## config.mk

```make
export PLATFORM = sky130hd
export DESIGN_NAME = spi_tx
export DESIGN_NICKNAME = d
export VERILOG_FILES = /design/src/rtl/spi_tx.sv
export SDC_FILE = /design/constraint.sdc
export NUM_CORES = 1
export LEC_CHECK = 0
export ABC_AREA = 1
export BUFFER_PORTS_ARGS = -buffer_cell sky130_fd_sc_hd__buf_4
export CAP_MARGIN = 40
export CELL_PAD_IN_SITES_DETAIL_PLACEMENT = 1
export CELL_PAD_IN_SITES_GLOBAL_PLACEMENT = 2
export CORE_UTILIZATION = 33
export DETAILED_ROUTE_END_ITERATION = 8
export PLACE_DENSITY = 0.82
export SLEW_MARGIN = 20
export SYNTH_ARGS = -nofsm -noshare
export SYNTH_HDL_FRONTEND = slang
export SYNTH_SLANG_ARGS = --single-unit
```

## constraint.sdc

```tcl
create_clock -name clk_in -period 1.6 [get_ports clk_in]
set_input_delay 0.24 -clock clk_in [delete_from_list [all_inputs] [get_ports clk_in]]
set_output_delay 0.24 -clock clk_in [all_outputs]
set_load 0.02 [all_outputs]
```

## src/rtl/spi_tx.sv

```systemverilog
// ============================================================================
// Module   : spi_tx
// Purpose  : Transmit-only SPI master (mode 0), MSB first, active-low select.
//            Optional done_out pulse when built with SPI_TX_DONE_EN defined.
// Revision : 1.0 - initial release
// ============================================================================
`default_nettype none

module spi_tx #(
    parameter int DATA_WIDTH  = 8,
    parameter int DATA_PERIOD = 100
) (
    input  logic                  clk_in,
    input  logic                  rst_in,
    input  logic [DATA_WIDTH-1:0] data_in,
    input  logic                  trigger_in,
    output logic                  data_out,
    output logic                  data_clk_out,
    output logic                  sel_out
`ifdef SPI_TX_DONE_EN
    ,
    output logic                  done_out
`endif
);

    localparam int PC_W = $clog2(DATA_PERIOD);
    localparam int BC_W = (DATA_WIDTH > 1) ? $clog2(DATA_WIDTH) : 1;

    localparam logic [PC_W-1:0] PC_LAST  = PC_W'(DATA_PERIOD - 1);
    localparam logic [PC_W-1:0] PC_HALF  = PC_W'(DATA_PERIOD / 2);
    localparam logic [BC_W-1:0] BIT_LAST = BC_W'(DATA_WIDTH - 1);

    generate
        if (DATA_WIDTH < 1) begin : g_bad_width
            $error("spi_tx: DATA_WIDTH must be >= 1");
        end
        if (DATA_PERIOD < 2) begin : g_bad_period
            $error("spi_tx: DATA_PERIOD must be >= 2");
        end
    endgenerate

    typedef enum logic [0:0] {
        IDLE     = 1'b0,
        TRANSMIT = 1'b1
    } state_t;

    state_t                state;
    logic [DATA_WIDTH-1:0] shift_reg;
    logic [BC_W-1:0]       bit_cnt;
    logic [PC_W-1:0]       pc;

    logic [DATA_WIDTH-1:0] shifted;
    logic [PC_W-1:0]       pc_inc;
    logic                  pc_wrap;
    logic                  last_bit;

    // A plain shift works for every width, including a single-bit word.
    assign shifted  = shift_reg << 1;
    assign pc_inc   = pc + 1'b1;
    assign pc_wrap  = (pc == PC_LAST);
    assign last_bit = (bit_cnt == BIT_LAST);

    always_ff @(posedge clk_in or posedge rst_in) begin
        if (rst_in) begin
            state        <= IDLE;
            shift_reg    <= '0;
            bit_cnt      <= '0;
            pc           <= '0;
            data_out     <= 1'b0;
            data_clk_out <= 1'b0;
            sel_out      <= 1'b1;
`ifdef SPI_TX_DONE_EN
            done_out     <= 1'b0;
`endif
        end else begin
`ifdef SPI_TX_DONE_EN
            done_out <= 1'b0;
`endif
            case (state)
                IDLE: begin
                    if (trigger_in) begin
                        state        <= TRANSMIT;
                        shift_reg    <= data_in;
                        bit_cnt      <= '0;
                        pc           <= '0;
                        data_out     <= data_in[DATA_WIDTH-1];
                        data_clk_out <= 1'b0;
                        sel_out      <= 1'b0;
                    end
                end

                TRANSMIT: begin
                    if (pc_wrap) begin
                        if (last_bit) begin
                            // All outputs drop to idle together: no trailing clock edge.
                            state        <= IDLE;
                            shift_reg    <= '0;
                            bit_cnt      <= '0;
                            pc           <= '0;
                            data_out     <= 1'b0;
                            data_clk_out <= 1'b0;
                            sel_out      <= 1'b1;
`ifdef SPI_TX_DONE_EN
                            done_out     <= 1'b1;
`endif
                        end else begin
                            shift_reg    <= shifted;
                            data_out     <= shifted[DATA_WIDTH-1];
                            bit_cnt      <= bit_cnt + 1'b1;
                            pc           <= '0;
                            data_clk_out <= 1'b0;
                        end
                    end else begin
                        pc           <= pc_inc;
                        data_clk_out <= (pc_inc >= PC_HALF);
                    end
                end

                default: begin
                    state <= IDLE;
                end
            endcase
        end
    end

endmodule

`default_nettype wire

```

### Word-level counts from Yosys, hierarchy flattened

Index checks and enable logic that the tools add are counted.

| storage, ports and cells | value |
|---|---|
| output and inout bits | 3 |
| input port bits | 11 |
| word-level logic and storage cells | 43 |
| register bits | 21 |

| operators by class | value |
|---|---|
| reductions and logical operators | 2 |
| multiplexer cells | 25 |
| order comparisons | 1 |
| bitwise operators | 1 |
| eq/ne operators | 5 |
| $add $sub $neg | 2 |

Operators with widths:

| cell | number |
|---|---|
| $mux W7 | 5 |
| $pmux W7 S2 | 2 |
| $mux W1 | 10 |
| $mux W3 | 3 |
| $pmux W1 S2 | 4 |
| $add A7 B1 Y7 const B | 1 |
| $eq A7 B7 Y1 const B | 1 |
| $ge A7 B6 Y1 const B | 1 |
| $pmux W3 S2 | 1 |
| $ne A2 B1 Y1 const B | 2 |
| $add A3 B1 Y3 const B | 1 |
| $eq A3 B3 Y1 const B | 1 |
| $reduce_and A3 Y1 | 1 |
| $ne A2 B2 Y1 const B | 1 |
| $reduce_and A2 Y1 | 1 |
| $not A1 Y1 | 1 |

### Logic depth before layout (Yosys ltp)

Gate-level depths: netlist of run 1.

| logic depth | value |
|---|---|
| depth in word-level cells | 4 |
| depth in mapped cells | 8 |
| gate-level depth less buffers | 8 |

### Worst setup path before layout of run 1

No wires, ideal clock.

| path | value |
|---|---|
| kind | reg2reg |
| start | register bit_cnt[0] |
| end | register shift_reg[1] |
| arrival | 1.260 ns |
| required time | 1.524 ns |
| path slack | 0.263 ns |
| library setup time | 0.076 ns |
| cell stages (with the launch flop) | 8 |
| buffers on the path | 0 |
| period minus slack after synthesis | 1.337 ns |
| path through | dfrtp_1 > ha_1 > ha_1 > nor2_4 > inv_1 > o21ai_0 > nand2_1 > o21ai_1 |

| between the ends | value |
|---|---|
| cells in the longest elaborated chain, start to end | 4 |

RTL lines:

| element | RTL line | RTL |
|---|---|---|
| from (decl) | 49 | `logic [BC_W-1:0] bit_cnt;` |
| from (signal assigned) | 109 | `bit_cnt <= bit_cnt + 1'b1;` |
| $eq A3 B3 Y1 | 61 | `assign last_bit = (bit_cnt == BIT_LAST);` |
| $mux W7 | 94 | `if (last_bit) begin` |
| $mux W7 | 93 | `if (pc_wrap) begin` |
| $pmux W7 S2 | 79 | `case (state)` |
| to (signal assigned) | 83 | `shift_reg <= data_in;` |
| to (signal assigned) | 107 | `shift_reg <= shifted;` |
| to (decl) | 48 | `logic [DATA_WIDTH-1:0] shift_reg;` |

No other way between the ends. The select of a mux whose other input is x is not followed.
A chain may end at the register's enable or synchronous reset.

### Worst setup path in the final report of run 1

| path | value |
|---|---|
| start | register bit_cnt[0] |
| end | register shift_reg[2] |

Same word-level chain as after synthesis.

==> run metrics, run 1 <==
status complete, no violations; die span in x 60.1 µm; largest fanout of any net on the critical path 7; vias in the first global route 1029; wire length of the first global-routing pass 4580 µm; ratio of routed vias to standard cells 4.73; flop and latch count out of synthesis 21; Period minus WS final 1.47 ns; largest buffer count on any clock path 2; overall global routing resource usage 17.3%; pre-CTS WS 0.0900 ns; number of rows in the core area 20; average routed wire per standard cell 11.9 µm; DPL Wire Length 1900 µm; Setup WS post-layout 0.129 ns; Pwr per Cell Area 623 nW/µm²; Worst EP required 1.84 ns; area growth from synthesis to final layout 19.3%; total of buffers placed on input and output ports 13; static leakage 0.000685 µW; Setup crit start bit_cnt[0]; crit path to shift_reg[2]; Max Cap Violations 0; endpoint of the worst-slack reg-to-reg timing path shift_reg[2]; number of setup buffers added after CTS 0; r2r worst-path depth 7; library cells used by synthesis 20; post-layout utilization of the core 42.5%; fraction of the yosys area taken by sequential cells 47.3%; total placed instance area 1290 µm²; class of the most critical hold timing path in -> reg; instance count on the critical path 7; Setup CP Type reg -> reg; FF-to-FF setup slack 0.13 ns; Placer Congestion 0.739; fraction of final layout cells with drive strength greater than 1 20.5%; area of all placed cells without fillers 1330 µm²; cell breakdown of the critical path ha_1 > ha_1 > nor2_4 > inv_2 > o21ai_0 > nand2_1 > o21ai_1; highest clock frequency the design can meet 680 MHz; start of the worst register-to-register path bit_cnt[0]; cell at the root of the clock tree sky130_fd_sc_hd__clkbuf_4; top-level I/O count 14; CP max-delay cell sky130_fd_sc_hd__dfrtp_1; most frequent cell on the critical path sky130_fd_sc_hd__ha_1; clock transition at the registers of the reported paths 0.11 ns; Max stage delay on crit path 0.41 ns; H-Tree Depth 1; per-instance average area after synthesis 8.02 µm²; # setup viols final 0; final wirelength 2440 µm; clock sinks 21; type of element capturing the critical path register; core footprint 3130 µm²; total of fill cells in the finished design 401; total overflow reported by the global router 0; data arrival time at the worst-slack endpoint 1.71 ns; antenna viol nets, final 0; Nets 177; portion of the clock cycle consumed by the worst path in the final layout 91.9%; cells after synthesis 139; number of detailed-route iterations in the first pass 4; largest net degree at the start of global routing 22; pin slew with the least headroom to its limit 0.344 ns; height of the die 60.1 µm; Worst slew margin 77.0%; setup repair after global routing missed its margin no; net count after synthesis 154; worst clock skew 0.0151 ns; Total Power 828 µW; CTS tree built; dominant delay contributor by cell family on the critical path adder cells; Setup TNS Final 0 ns; clock latency at the later pin of the worst-skew pair 0.32 ns; CTS Buf Count 3; count of buffer and inverter cells on the critical path 1; Warnings, synthesis 0; initial standard-cell utilization of the core 35.6%; via count 970; Ant. Diodes 0; number of violations reported at the end of detailed-routing iteration 0 27; Die Outline Area 3610 µm²; final slew viol count 0; initial antenna violation count 0; DRC violation count after routing 0; Final Hold Fails 0; worst vdd rail ir drop 0.399 mV; summed instance area of the synthesized netlist 1110 µm²; Startpoint Class register
## cell type report
| type | instances | area (µm²) | area share, % |
|---|---|---|---|
| Clock buffer | 3 | 22.5 | 1.69 |
| Clock inverter | 1 | 5.00 | 0.376 |
| Tap cell | 44 | 55.1 | 4.14 |
| Inverter | 22 | 82.6 | 6.21 |
| Sequential cell | 21 | 527 | 39.6 |
| Multi-Input combinational cell | 94 | 485 | 36.5 |
| Timing Repair Buffer | 20 | 153 | 11.5 |
## metrics by stage
stage                     cells  hold slack, ns
after global routing        205           0.181
after global placement      200           0.297
after detailed placement    200           0.303
after CTS                   205           0.166
final                       205           0.178
after floorplan             139           0.216
## kinds of logic after synthesis
logic type / count (synthesis) / synth area share, %
AOI/OAI and AO/OA: 22 / 10.9
adders and majority gates: 4 / 4.49
buffers and inverters: 24 / 9.20
DFF: 21 / 47.3
and+or+nand+nor: 68 / 28.2
## where the power goes
part	internal, µW	switching, µW
Combinational	18.6	15.1
Clock	93.6	170
Sequential	531	0
## cell usage after synthesis
library cell	n	area (µm²)
sky130_fd_sc_hd__nand3_2	3	30.0
sky130_fd_sc_hd__nor2_1	6	22.5
sky130_fd_sc_hd__o21ai_1	5	25.0
sky130_fd_sc_hd__o22ai_1	3	18.8
sky130_fd_sc_hd__nand2_2	1	6.26
sky130_fd_sc_hd__inv_1	21	78.8
sky130_fd_sc_hd__nand2_1	44	165
sky130_fd_sc_hd__a22o_1	2	17.5
sky130_fd_sc_hd__nor2_4	2	22.5
sky130_fd_sc_hd__nand2_4	1	11.3
sky130_fd_sc_hd__nand4_1	1	6.26
sky130_fd_sc_hd__buf_8	1	15.0
sky130_fd_sc_hd__nand3_1	10	50.1
sky130_fd_sc_hd__o21ai_0	11	55.1
sky130_fd_sc_hd__dfrtp_1	20	500
sky130_fd_sc_hd__buf_2	1	5.00
sky130_fd_sc_hd__ha_1	4	50.1
sky130_fd_sc_hd__a21oi_1	1	5.00
sky130_fd_sc_hd__inv_2	1	3.75
sky130_fd_sc_hd__dfstp_2	1	26.3
## cell usage in the layout (no fill, tap or decap), types with 2 or more instances in the layout
cell type,Yosys,final
sky130_fd_sc_hd__nor2_1,6,6
sky130_fd_sc_hd__buf_4,0,19
sky130_fd_sc_hd__inv_1,21,20
sky130_fd_sc_hd__o21ai_0,11,9
sky130_fd_sc_hd__ha_1,4,4
sky130_fd_sc_hd__nand2_1,44,44
sky130_fd_sc_hd__a22o_1,2,2
sky130_fd_sc_hd__o21ai_1,5,7
sky130_fd_sc_hd__nand3_1,10,10
sky130_fd_sc_hd__nor2_4,2,2
sky130_fd_sc_hd__nand3_2,3,3
sky130_fd_sc_hd__clkbuf_4,0,3
sky130_fd_sc_hd__o22ai_1,3,3
sky130_fd_sc_hd__dfrtp_1,20,20
sky130_fd_sc_hd__inv_2,1,2
## how the worst min path moves through the flow
stage | start | end | slack (ns) | cells after the start
2_1_floorplan | rst_in | bit_cnt[0] | 0.22 | 1
3_3_place_gp | rst_in | state | 0.30 | 3
3_5_place_dp | rst_in | pc[1] | 0.30 | 3
4_1_cts | data_in[0] | shift_reg[0] | 0.17 | 3
5_1_grt | data_in[0] | shift_reg[0] | 0.18 | 3
6_report | data_in[0] | shift_reg[0] | 0.18 | 3
## per-layer routing
metal  share of wire, %  vias up  GRT usage (%)
li1                   -      488              -
met1                 47      465           21.6
met2                 49       11           29.7
met3                2.3        6           2.60
met4                1.6        0           6.98
met5                  0        -              0
## tightest hold or removal path, delay by kind of cell
kind / cells / cell delay [ns]
buf+inv: 1 / 0.08
compound gates: 1 / 0.07
simple gates: 1 / 0.06
## what timing repair did
item,4_1_cts,5_1_grt
gates resized for setup,0,3
endpoints found under the setup margin,0,4
hold endpoints to repair,20,0
hold buffers,1,0
Power figures use the tool's default switching activity.
==> run 2: changes to the inputs <==
--- a/config.mk
+++ b/config.mk
@@ -10,9 +10,10 @@
 export CAP_MARGIN = 40
 export CELL_PAD_IN_SITES_DETAIL_PLACEMENT = 1
 export CELL_PAD_IN_SITES_GLOBAL_PLACEMENT = 2
-export CORE_UTILIZATION = 33
+export CORE_UTILIZATION = 31
+export CTS_BUF_LIST = sky130_fd_sc_hd__clkbuf_2 sky130_fd_sc_hd__clkbuf_4 sky130_fd_sc_hd__clkbuf_8
 export DETAILED_ROUTE_END_ITERATION = 8
-export PLACE_DENSITY = 0.82
+export PLACE_DENSITY = 0.81
 export SLEW_MARGIN = 20
 export SYNTH_ARGS = -nofsm -noshare
 export SYNTH_HDL_FRONTEND = slang
==> constraint.sdc (replaced) <==
create_clock -name clk_in -period 1.2 [get_ports clk_in]
set_input_delay 0.18 -clock clk_in [delete_from_list [all_inputs] [get_ports clk_in]]
set_output_delay 0.18 -clock clk_in [all_outputs]
set_load 0.02 [all_outputs]
==> run 2 against run 1 <==
  * The run now ends with setup timing left
  * Routed wire length is 41% higher
  * First-iteration DRC count shrank 19%
  * Hold slack got worse by 0.074 ns
  * Combinational power up 37%
  * Register-to-register slack got worse by 0.29 ns
  * Sequential power increased by 33%
  * Design area is 26% higher
  * Flip-flop and latch count unchanged
  * Largest cell class is now multi-input combinational cells
==> run metrics, run 2 (synthesis gave the netlist of run 1 again) <==
status finished with violations; violated checks setup timing; die span in x 62.0 µm; cell at the root of the clock tree sky130_fd_sc_hd__clkbuf_4; worst vdd rail ir drop 0.363 mV; overall global routing resource usage 20.9%; Worst slew margin 80.8%; data arrival time at the worst-slack endpoint 1.63 ns; commonest cells after routing, fill and taps aside 39 x sky130_fd_sc_hd__buf_4, 34 x sky130_fd_sc_hd__nand2_1, 19 x sky130_fd_sc_hd__dfrtp_1; wire length of the first global-routing pass 5650 µm; endpoint of the worst-slack reg-to-reg timing path shift_reg[6]; number of rows in the core area 21; top-level I/O count 14; pin slew with the least headroom to its limit 0.288 ns; crit path to shift_reg[6]; Period minus WS final 1.36 ns; largest net degree at the start of global routing 22; class of the most critical hold timing path in -> reg; H-Tree Depth 1; DPL Wire Length 2220 µm; fraction of final layout cells with drive strength greater than 1 44.7%; largest fanout of any net on the critical path 3; FF-to-FF setup slack -0.16 ns; setup repair after global routing missed its margin yes; number of detailed-route iterations in the first pass 4; Nets 204; vias in the first global route 1233; clock sinks 21; number of placed instances, taps included 221; portion of the clock cycle consumed by the worst path in the final layout 114%; final wirelength 3440 µm; Setup WS post-layout -0.164 ns; average routed wire per standard cell 14.7 µm; highest clock frequency the design can meet 733 MHz; antenna viol nets, final 0; worst clock skew 0.00385 ns; CTS tree built; Placer Congestion 0.786; largest buffer count on any clock path 2; Pwr per Cell Area 669 nW/µm²; Die Outline Area 3840 µm²; core footprint 3390 µm²; # setup viols final 19; clock transition at the registers of the reported paths 0.13 ns; DRC violation count after routing 0; Final Hold Fails 0; total of fill cells in the finished design 410; final slew viol count 0; Startpoint Class register; start of the worst register-to-register path bit_cnt[1]; Setup TNS Final -2.10 ns; Setup CP Type reg -> reg; leading cell type in the layout, fill and taps excluded sky130_fd_sc_hd__buf_4; final non-filler cell total 234; highest signal layer in the routed design met4; static leakage 0.000837 µW; met2 WL post-DR 1950 µm; total placed instance area 1440 µm²; detailed-routed wire length on met3 69 µm; Ant. Diodes 0; initial standard-cell utilization of the core 32.9%; area growth from synthesis to final layout 50.8%; CTS Buf Count 3; via count 1102; Setup crit start bit_cnt[1]; Max Cap Violations 0; height of the die 62.0 µm; number of violations reported at the end of detailed-routing iteration 0 22; clock latency at the later pin of the worst-skew pair 0.33 ns; initial antenna violation count 0; smallest hold slack 0.104 ns; Metal-1 WL 1360 µm; r2r worst-path depth 7; total of buffers placed on input and output ports 13; Worst EP required 1.47 ns; ratio of routed vias to standard cells 4.71; total overflow reported by the global router 0; area of all placed cells without fillers 1680 µm²; type of element capturing the critical path register
## run 2: cell count changes in the layout (fill, tap and decap cells not counted), moves of 3 or more
cell / change
sky130_fd_sc_hd__ha_1: -4
sky130_fd_sc_hd__ha_4: +3
sky130_fd_sc_hd__buf_4: +20
sky130_fd_sc_hd__buf_6: +6
sky130_fd_sc_hd__o21ai_0: -6
sky130_fd_sc_hd__inv_1: -3
sky130_fd_sc_hd__nand2_2: +9
sky130_fd_sc_hd__nand2_1: -10
sky130_fd_sc_hd__o21ai_2: +5
## run 2: where the power goes
group / total (µW) / switching [µW] / internal (µW) / leakage, µW
clock: 371 / 245 / 125 / 0.0000177
combinational: 46.1 / 21.3 / 24.9 / 0.000578
sequential: 708 / 0 / 708 / 0.000242
## run 2: metrics by stage
stage	total power, µW	util, %	setup slack [ns]
6_report	1120	49.6	-0.164
5_1_grt	1170	49.6	-0.234
4_1_cts	1140	47.3	-0.177
3_5_place_dp	765	42.6	-0.178
3_3_place_gp	764	42.6	-0.133
2_1_floorplan	732	-	-0.0556
## run 2: critical path, cell delays in order, from the launching register on
cell and delay (ns):
sky130_fd_sc_hd__dfrtp_1 0.43, sky130_fd_sc_hd__ha_2 0.21, sky130_fd_sc_hd__ha_4 0.17, sky130_fd_sc_hd__nor2_4 0.15, sky130_fd_sc_hd__buf_6 0.12, sky130_fd_sc_hd__a22o_1 0.13
sky130_fd_sc_hd__nand2_1 0.05, sky130_fd_sc_hd__o21ai_1 0.06
## run 2: timing repair
item	in CTS	in global routing
pin swaps	3	9
endpoints found under the hold margin	20	0
setup buffers	4	3
gates resized for setup	23	17
setup endpoints to repair	20	21
cloned	1	0
hold buffers	1	0
## run 2: worst min-delay path by stage
stage	cells after the start	startpoint	slack [ns]	end
2_1_floorplan	1	rst_in	0.16	bit_cnt[0]
3_3_place_gp	3	rst_in	0.24	shift_reg[0]
3_5_place_dp	3	rst_in	0.25	shift_reg[0]
4_1_cts	3	data_in[0]	0.10	shift_reg[0]
5_1_grt	3	data_in[0]	0.13	shift_reg[0]
6_report	3	data_in[0]	0.10	shift_reg[0]
## run 2: layout make-up
| type | count | area (µm²) | area share (%) |
|---|---|---|---|
| flip-flops and latches | 21 | 528 | 31.4 |
| clock buffers | 3 | 22.5 | 1.34 |
| inverters | 22 | 92.6 | 5.51 |
| repair buffers | 46 | 370 | 22.0 |
| clock inverters | 1 | 5.00 | 0.298 |
| well taps | 46 | 57.6 | 3.42 |
| multi-input cells | 95 | 606 | 36.0 |
## run 2: layer usage
layer | global-route usage, % | vias to the layer above
li1 | - | 539
met1 | 22.6 | 546
met2 | 40.3 | 12
met3 | 1.86 | 5
met4 | 10.2 | 0
met5 | 0 | -
